===== src/rtl/if_fetch_unit.sv =====
// Purpose : instruction-fetch stage; owns the fetch PC and pairs each word returned by the synchronous-read imem with its PC.
// Latency : one cycle from address to decode; the first word reaches decode in the 2nd cycle after reset release, then one per cycle.
// Backpr. : a held (valid, not ready) word freezes the PCs and holds the memory output; a redirect overrides the hold and kills that word.
//
// Ports:
//   clk, rst                    clock; asynchronous active-high reset
//   imem_addr / imem_stall      byte address and output-hold to the instruction memory (both combinational)
//   imem_data                   read data, valid one cycle after imem_addr
//   redirect_valid/redirect_pc  taken branch/jump/trap from EX; target bits [1:0] are ignored
//   id_valid/id_ready           valid/ready handshake towards decode
//   id_inst / id_pc             instruction word and its PC
//   fetch_count                 number of words accepted by decode, wraps modulo 2^CNT_W
module if_fetch_unit #(
    parameter logic [31:0] RESET_PC = 32'h0000_0000,
    parameter int          CNT_W    = 32
) (
    input  logic             clk,
    input  logic             rst,
    output logic [31:0]      imem_addr,
    output logic             imem_stall,
    input  logic [31:0]      imem_data,
    input  logic             redirect_valid,
    input  logic [31:0]      redirect_pc,
    input  logic             id_ready,
    output logic             id_valid,
    output logic [31:0]      id_inst,
    output logic [31:0]      id_pc,
    output logic [CNT_W-1:0] fetch_count
);

    // Force word alignment so the low PC bits stay zero even for an odd parameter value.
    localparam logic [31:0] RESET_PC_AL = {RESET_PC[31:2], 2'b00};
    localparam logic [31:0] PC_STEP     = 32'd4;

    // pc_f : next address to request from memory.
    // pc_d : address of the word currently coming out of memory (at decode).
    // vld_d: that word belongs to the live instruction stream.
    logic [31:0]      pc_f;
    logic [31:0]      pc_d;
    logic             vld_d;
    logic [CNT_W-1:0] cnt_q;

    logic [31:0]      redir_pc_al;
    logic             stall;
    logic             accept;

    assign redir_pc_al = {redirect_pc[31:2], 2'b00};

    // Hold only when a live word is refused by decode. A redirect makes that
    // word wrong-path, so there is nothing worth holding on to.
    assign stall  = vld_d & ~id_ready & ~redirect_valid;

    // The word at decode is killed in the cycle a redirect arrives.
    assign id_valid = vld_d & ~redirect_valid;
    assign accept   = id_valid & id_ready;

    assign id_inst = imem_data;
    assign id_pc   = pc_d;

    // The redirect target is sent to memory in the same cycle, so it is at
    // decode one cycle later: exactly one bubble per redirect.
    assign imem_stall = stall;
    assign imem_addr  = redirect_valid ? redir_pc_al : pc_f;

    assign fetch_count = cnt_q;

    // PC pipeline. Redirect outranks stall; otherwise advance sequentially.
    // Additions are 32-bit and wrap naturally from FFFF_FFFC to 0.
    always_ff @(posedge clk or posedge rst) begin
        if (rst) begin
            pc_f  <= RESET_PC_AL;
            pc_d  <= RESET_PC_AL;
            vld_d <= 1'b0;
        end else if (redirect_valid) begin
            pc_d  <= redir_pc_al;
            pc_f  <= redir_pc_al + PC_STEP;
            vld_d <= 1'b1;
        end else if (!stall) begin
            pc_d  <= pc_f;
            pc_f  <= pc_f + PC_STEP;
            vld_d <= 1'b1;
        end
    end

    // accept already excludes redirect cycles through id_valid.
    always_ff @(posedge clk or posedge rst) begin
        if (rst) begin
            cnt_q <= '0;
        end else if (accept) begin
            cnt_q <= cnt_q + CNT_W'(1);
        end
    end

endmodule

===== config.mk =====
export PLATFORM = sky130hd
export DESIGN_NAME = if_fetch_unit
export DESIGN_NICKNAME = d
export VERILOG_FILES = /design/src/rtl/if_fetch_unit.sv
export SDC_FILE = /design/constraint.sdc
export NUM_CORES = 1
export LEC_CHECK = 0
export BUFFER_PORTS_ARGS = -buffer_cell sky130_fd_sc_hd__buf_2
export CAP_MARGIN = 20
export CORE_MARGIN = 2
export CORE_UTILIZATION = 37
export DETAILED_ROUTE_END_ITERATION = 7
export GPL_ROUTABILITY_DRIVEN = 0
export HOLD_SLACK_MARGIN = 0.1
export SLEW_MARGIN = 20
export SYNTH_ARGS = -nofsm -noshare
export SYNTH_HDL_FRONTEND = slang
export SYNTH_SLANG_ARGS = --single-unit

===== constraint.sdc =====
create_clock -name clk -period 6 [get_ports clk]
set_input_delay 0.3 -clock clk [delete_from_list [all_inputs] [get_ports clk]]
set_output_delay 0.3 -clock clk [all_outputs]
set_load 0.03 [all_outputs]

### Word level (Yosys, flattened, before mapping)

Index checks and enable logic that the tools add are counted.

| word-level totals | value |
|---|---|
| bits in registers | 97 |
| output and inout port bits | 130 |

| cells by class | value |
|---|---|
| muxes and demuxes | 7 |
| equality and inequality tests | 1 |
| $add $sub $neg | 3 |
| bitwise logic cells | 6 |

Operators with widths:

| operator | number |
|---|---|
| $mux 32 | 5 |
| $add 32x3->32 const B | 2 |
| $add 32x1->32 const B | 1 |
| $and 1x1->1 | 4 |
| $mux 1 | 2 |
| $ne 2x1->1 const B | 1 |
| $not 1->1 | 2 |

### Depth between registers and ports, before layout

| logic depth | value |
|---|---|
| depth after elaboration | 5 |
| mapped depth | 12 |
| gate-level depth less buffers | 7 |

### Worst setup path after synthesis

Ideal clock, no wire load.

| timing | value |
|---|---|
| path type | input-to-reg |
| from | input redirect_valid |
| to | register pc_f[24] |
| path slack | 3.051 ns |
| stages | 12 |
| buffers on the path | 5 |
| library setup time | 0.095 ns |
| data arrival time | 2.854 ns |
| path through | buf_6 -> buf_2 -> buf_2 -> buf_2 -> mux2_2 -> ha_1 -> nand4b_1 -> and2_1 -> clkbuf_1 -> or3_1 -> o31a_1 -> o31ai_1 |

| between the ends | value |
|---|---|
| longest elaborated chain between the ends | 3 |

Ends and longest elaborated chain:

| element | line | source |
|---|---|---|
| start: declaration | 22 | `input logic redirect_valid,` |
| $not 1->1 | 51 | `assign stall = vld_d & ~id_ready & ~redirect_valid;` |
| $and 1x1->1 | 51 |  |
| $ne 2x1->1 (no source line) | n/a |  |
| end signal: assignment | 76 | `pc_f <= redir_pc_al + PC_STEP;` |
| end signal: assignment | 80 | `pc_f <= pc_f + PC_STEP;` |
| end: declaration | 38 | `logic [31:0] pc_f;` |

Several ways; a longest one is shown, not always the timed one.
A chain may end at the register's enable or synchronous reset.

### Worst setup path after layout

| timing | value |
|---|---|
| from | input redirect_valid |
| to | output imem_addr[19] |

| between the ends | value |
|---|---|
| longest elaborated chain between the ends | 1 |

Ends and longest elaborated chain:

| element | line | source |
|---|---|---|
| $mux 32 | 63 | `assign imem_addr = redirect_valid ? redir_pc_al : pc_f;` |
| end: declaration | 19 | `output logic [31:0] imem_addr,` |

Every way passes these cells.

==> results.py <==
metrics = {
    "drt": {
        "drt-total-wl_mm": 12.7,
        "wl_met1_mm": 5.66,
        "ant_nets": 0,
        "post_drt_wl_per_cell_um": 15.6,
        "wl_met3_um": 894,
        "first_pass_iters": 4,
        "avgViaCountPerCell": 5.10,
        "top_layer_used": "met4",
        "vias": 4164,
        "drtIter0Drc": 271,
        "wl_met2_mm": 5.88,
        "drc_errors": 0,
    },
    "die": {
        "die_h_um": 122,
        "dieArea_um2": 14900,
        "ios": 198,
        "initial_utilization_pct": 37.5,
        "core_area_um2": 13800,
        "fp.dieW_um": 122,
        "rows": 43,
    },
    "final_layout": {
        "layout-drive-gt1-share_pct": 26.5,
        "nFillCells": 1386,
        "regArea_um2": 2330,
        "layout.nets": 700,
        "final_util_pct": 43.7,
        "area_delta_synth_final_pct": 16.7,
        "multiInputGateArea_um2": 2370,
    },
    "synth": {
        "synth.most_common_cell": "dfrtp_1",
        "async_flop_share_pct": 100,
        "yosysTopAreaCellShare_pct": 45.1,
        "yosys-top-cells-area": "dfrtp_1 45%, xnor2_1 7.0%, buf_4 5.4%",
        "ys_seq_elements": 93,
        "avgSynthCellArea_um2": 9.50,
        "synth_ff_type": "dfrtp_1",
        "yosysUniqueCellTypes": 50,
        "netlist_area_um2": 5160,
        "yosysTopAreaCell": "dfrtp_1",
        "yosysSeqAreaShare_pct": 45.1,
        "ys_warn_count": 0,
        "syn_inst": 543,
        "synth_edf_count": 0,
        "ys_top_cells_by_count": "93 x dfrtp_1, 68 x nor2_1, 41 x nand2_1, 41 x xnor2_1, 37 x buf_4",
    },
    "global_route": {
        "grt_max_degree": 86,
        "grt_pass1_vias": 4058,
        "antenna_found_initial": 1,
        "grt_pass1_wl_mm": 20.4,
        "grt_use_total_pct": 17.5,
        "overflow": 0,
    },
    "power_and_ir_drop": {
        "power_frac_comb_pct": 24.9,
        "switching_share_pct": 34.4,
        "vdd_ir_drop_max_mv": 0.181,
        "p_sw_w": 0.000638,
        "internal-power_w": 0.00122,
        "powerDensity_nw_per_um2": 308,
        "clkPwrFrac_pct": 33.7,
        "power_w": 0.00185,
        "p_leak_nw": 2.92,
        "seq_power_share_pct": 41.4,
    },
    "critical_path": {
        "critPathCaptureType": "output port",
        "critPathMaxStageDelay_ns": 0.65,
        "critical_path_class": "in2out",
        "critPathLaunchType": "input pin",
        "crit_arrival_ns": 2.26,
        "worst_ep_required_time_ns": 5.70,
        "crit_top_cell": "buf_2",
        "critPathMaxFanout": 55,
        "rrSetupSlack_ns": 3.58,
        "cp_slowest_cell": "mux2i_1",
        "path_cells": "buf_2, buf_4, mux2i_1, inv_1, buf_2",
    },
    "timing": {
        "relSlewSlack_pct": 40.5,
        "rsz0062_at_grt": "false",
        "finalWorstPathRequiredPeriod_ns": 2.56,
        "skew_ns": 0.00605,
        "final.setup.tns_ns": 0,
        "finalCritPeriodShare_pct": 42.7,
        "fmax_ghz": 0.390,
        "setup_violations": 0,
        "worst_slew_pin_slew_ns": 0.885,
        "finalHoldViolCount": 0,
        "drv_slew": 0,
    },
    "min_path": {
        "hold_path_class": "in2reg",
    },
    "clocking": {
        "cts_hold_buf": 1,
        "numCtsBuffers": 9,
        "post-cts-setup-buffers": 0,
        "clock_latency_ns": 0.35,
        "clkTransAtPathRegs_ns": 0.07,
        "htree_levels": 3,
        "clockBufferDepth": 2,
        "cts_tree": "yes",
        "cts.sinks": 93,
        "root_buffer": "clkbuf_16",
        "cts_resized": 0,
    },
    "flow_run": {
        "drv_cap": 0,
    },
    "place": {
        "io_buffers": 127,
        "hpwlAfterDp_mm": 9.11,
    },
    "outcome": {
        "status": "finished, final reports clean",
    },
}
==> path summary, 6_finish.rpt <==
kind | depth (start not counted) | start | end
setup / recovery | 5 | redirect_valid | imem_addr[19]
hold reg to reg | 1 | fetch_count[31] | fetch_count[31]
hold / removal | 3 | id_ready | fetch_count[2]
setup reg to reg | 5 | vld_d | fetch_count[31]
min in group asynchronous | 3 | rst | fetch_count[23]
max in group asynchronous | 4 | rst | id_pc[6]
==> placed cells by master, fill, tap and decap left out, types with 8 or more instances in the layout <==
master / count
nand4b_1: 10
inv_1: 23
buf_2: 127
mux2_2: 10
clkbuf_16: 9
a21oi_1: 34
xor2_1: 8
nand2_1: 41
mux2i_1: 25
o21ai_0: 9
nand3_1: 20
dfrtp_1: 93
nor2_1: 68
nand4_1: 21
xnor2_1: 41
==> stage by stage <==
step	hold WS [ns]	cell area (µm²)	worst slack, ns	std cells
floorplan	0.448	5170	3.05	546
global placement	0.338	5680	3.22	798
detailed placement	0.345	5680	3.19	798
CTS	0.272	6020	3.46	815
global route	0.298	6020	3.23	815
finish	0.280	6020	3.44	816
==> area by class of cell <==
class / instances / share of cell area (%)
Multi-Input combinational cell: 370 / 39.4
Clock inverter: 7 / 1.64
Timing Repair Buffer: 132 / 11.2
Clock buffer: 9 / 3.74
Sequential cell: 93 / 38.7
Antenna cell: 1 / 0.0416
Inverter: 24 / 1.54
Tap cell: 180 / 3.74
==> kinds of logic (layout without fill, tap and decap cells) <==
group | after synthesis | after routing | share of synthesized area, %
and+or+nand+nor | 201 | 201 | 20.1
DFF | 93 | 93 | 45.1
buffers and inverters | 83 | 172 | 9.14
AOI/OAI and AO/OA | 78 | 78 | 9.68
xor gates and xnor gates | 49 | 49 | 8.32
muxes | 35 | 35 | 7.03
adders and majority gates | 2 | 2 | 0.485
other | 2 | 6 | 0.146
==> layer usage <==
layer | vias up | global-route usage, %
met2 | 121 | 27.7
met4 | 0 | 6.54
li1 | 2024 | -
met1 | 1999 | 22.2
met5 | - | 0
met3 | 20 | 6.13
==> flip-flops by register name, indices dropped and copies added (netlist names) <==
| name | cells |
|---|---|
| fetch_count | 32 |
| id_pc | 30 |
| pc_f | 30 |
| vld_d | 1 |
==> critical path: cells and delay by family <==
kind                   cells  cell delay (ns)
buffers and inverters      4             1.29
muxes                      1             0.65
==> power groups by stage <==
stage / clock, W / combinational, W / sequential [W]
after CTS: 0.000639 / 0.000467 / 0.000766
after floorplan: 0 / 0.000285 / 0.000855
final: 0.000624 / 0.000462 / 0.000767
after global routing: 0.000668 / 0.000504 / 0.000779
after global placement: 0 / 0.000460 / 0.000772
after detailed placement: 0 / 0.000465 / 0.000777
No activity file was read; power rests on OpenSTA's default activity.
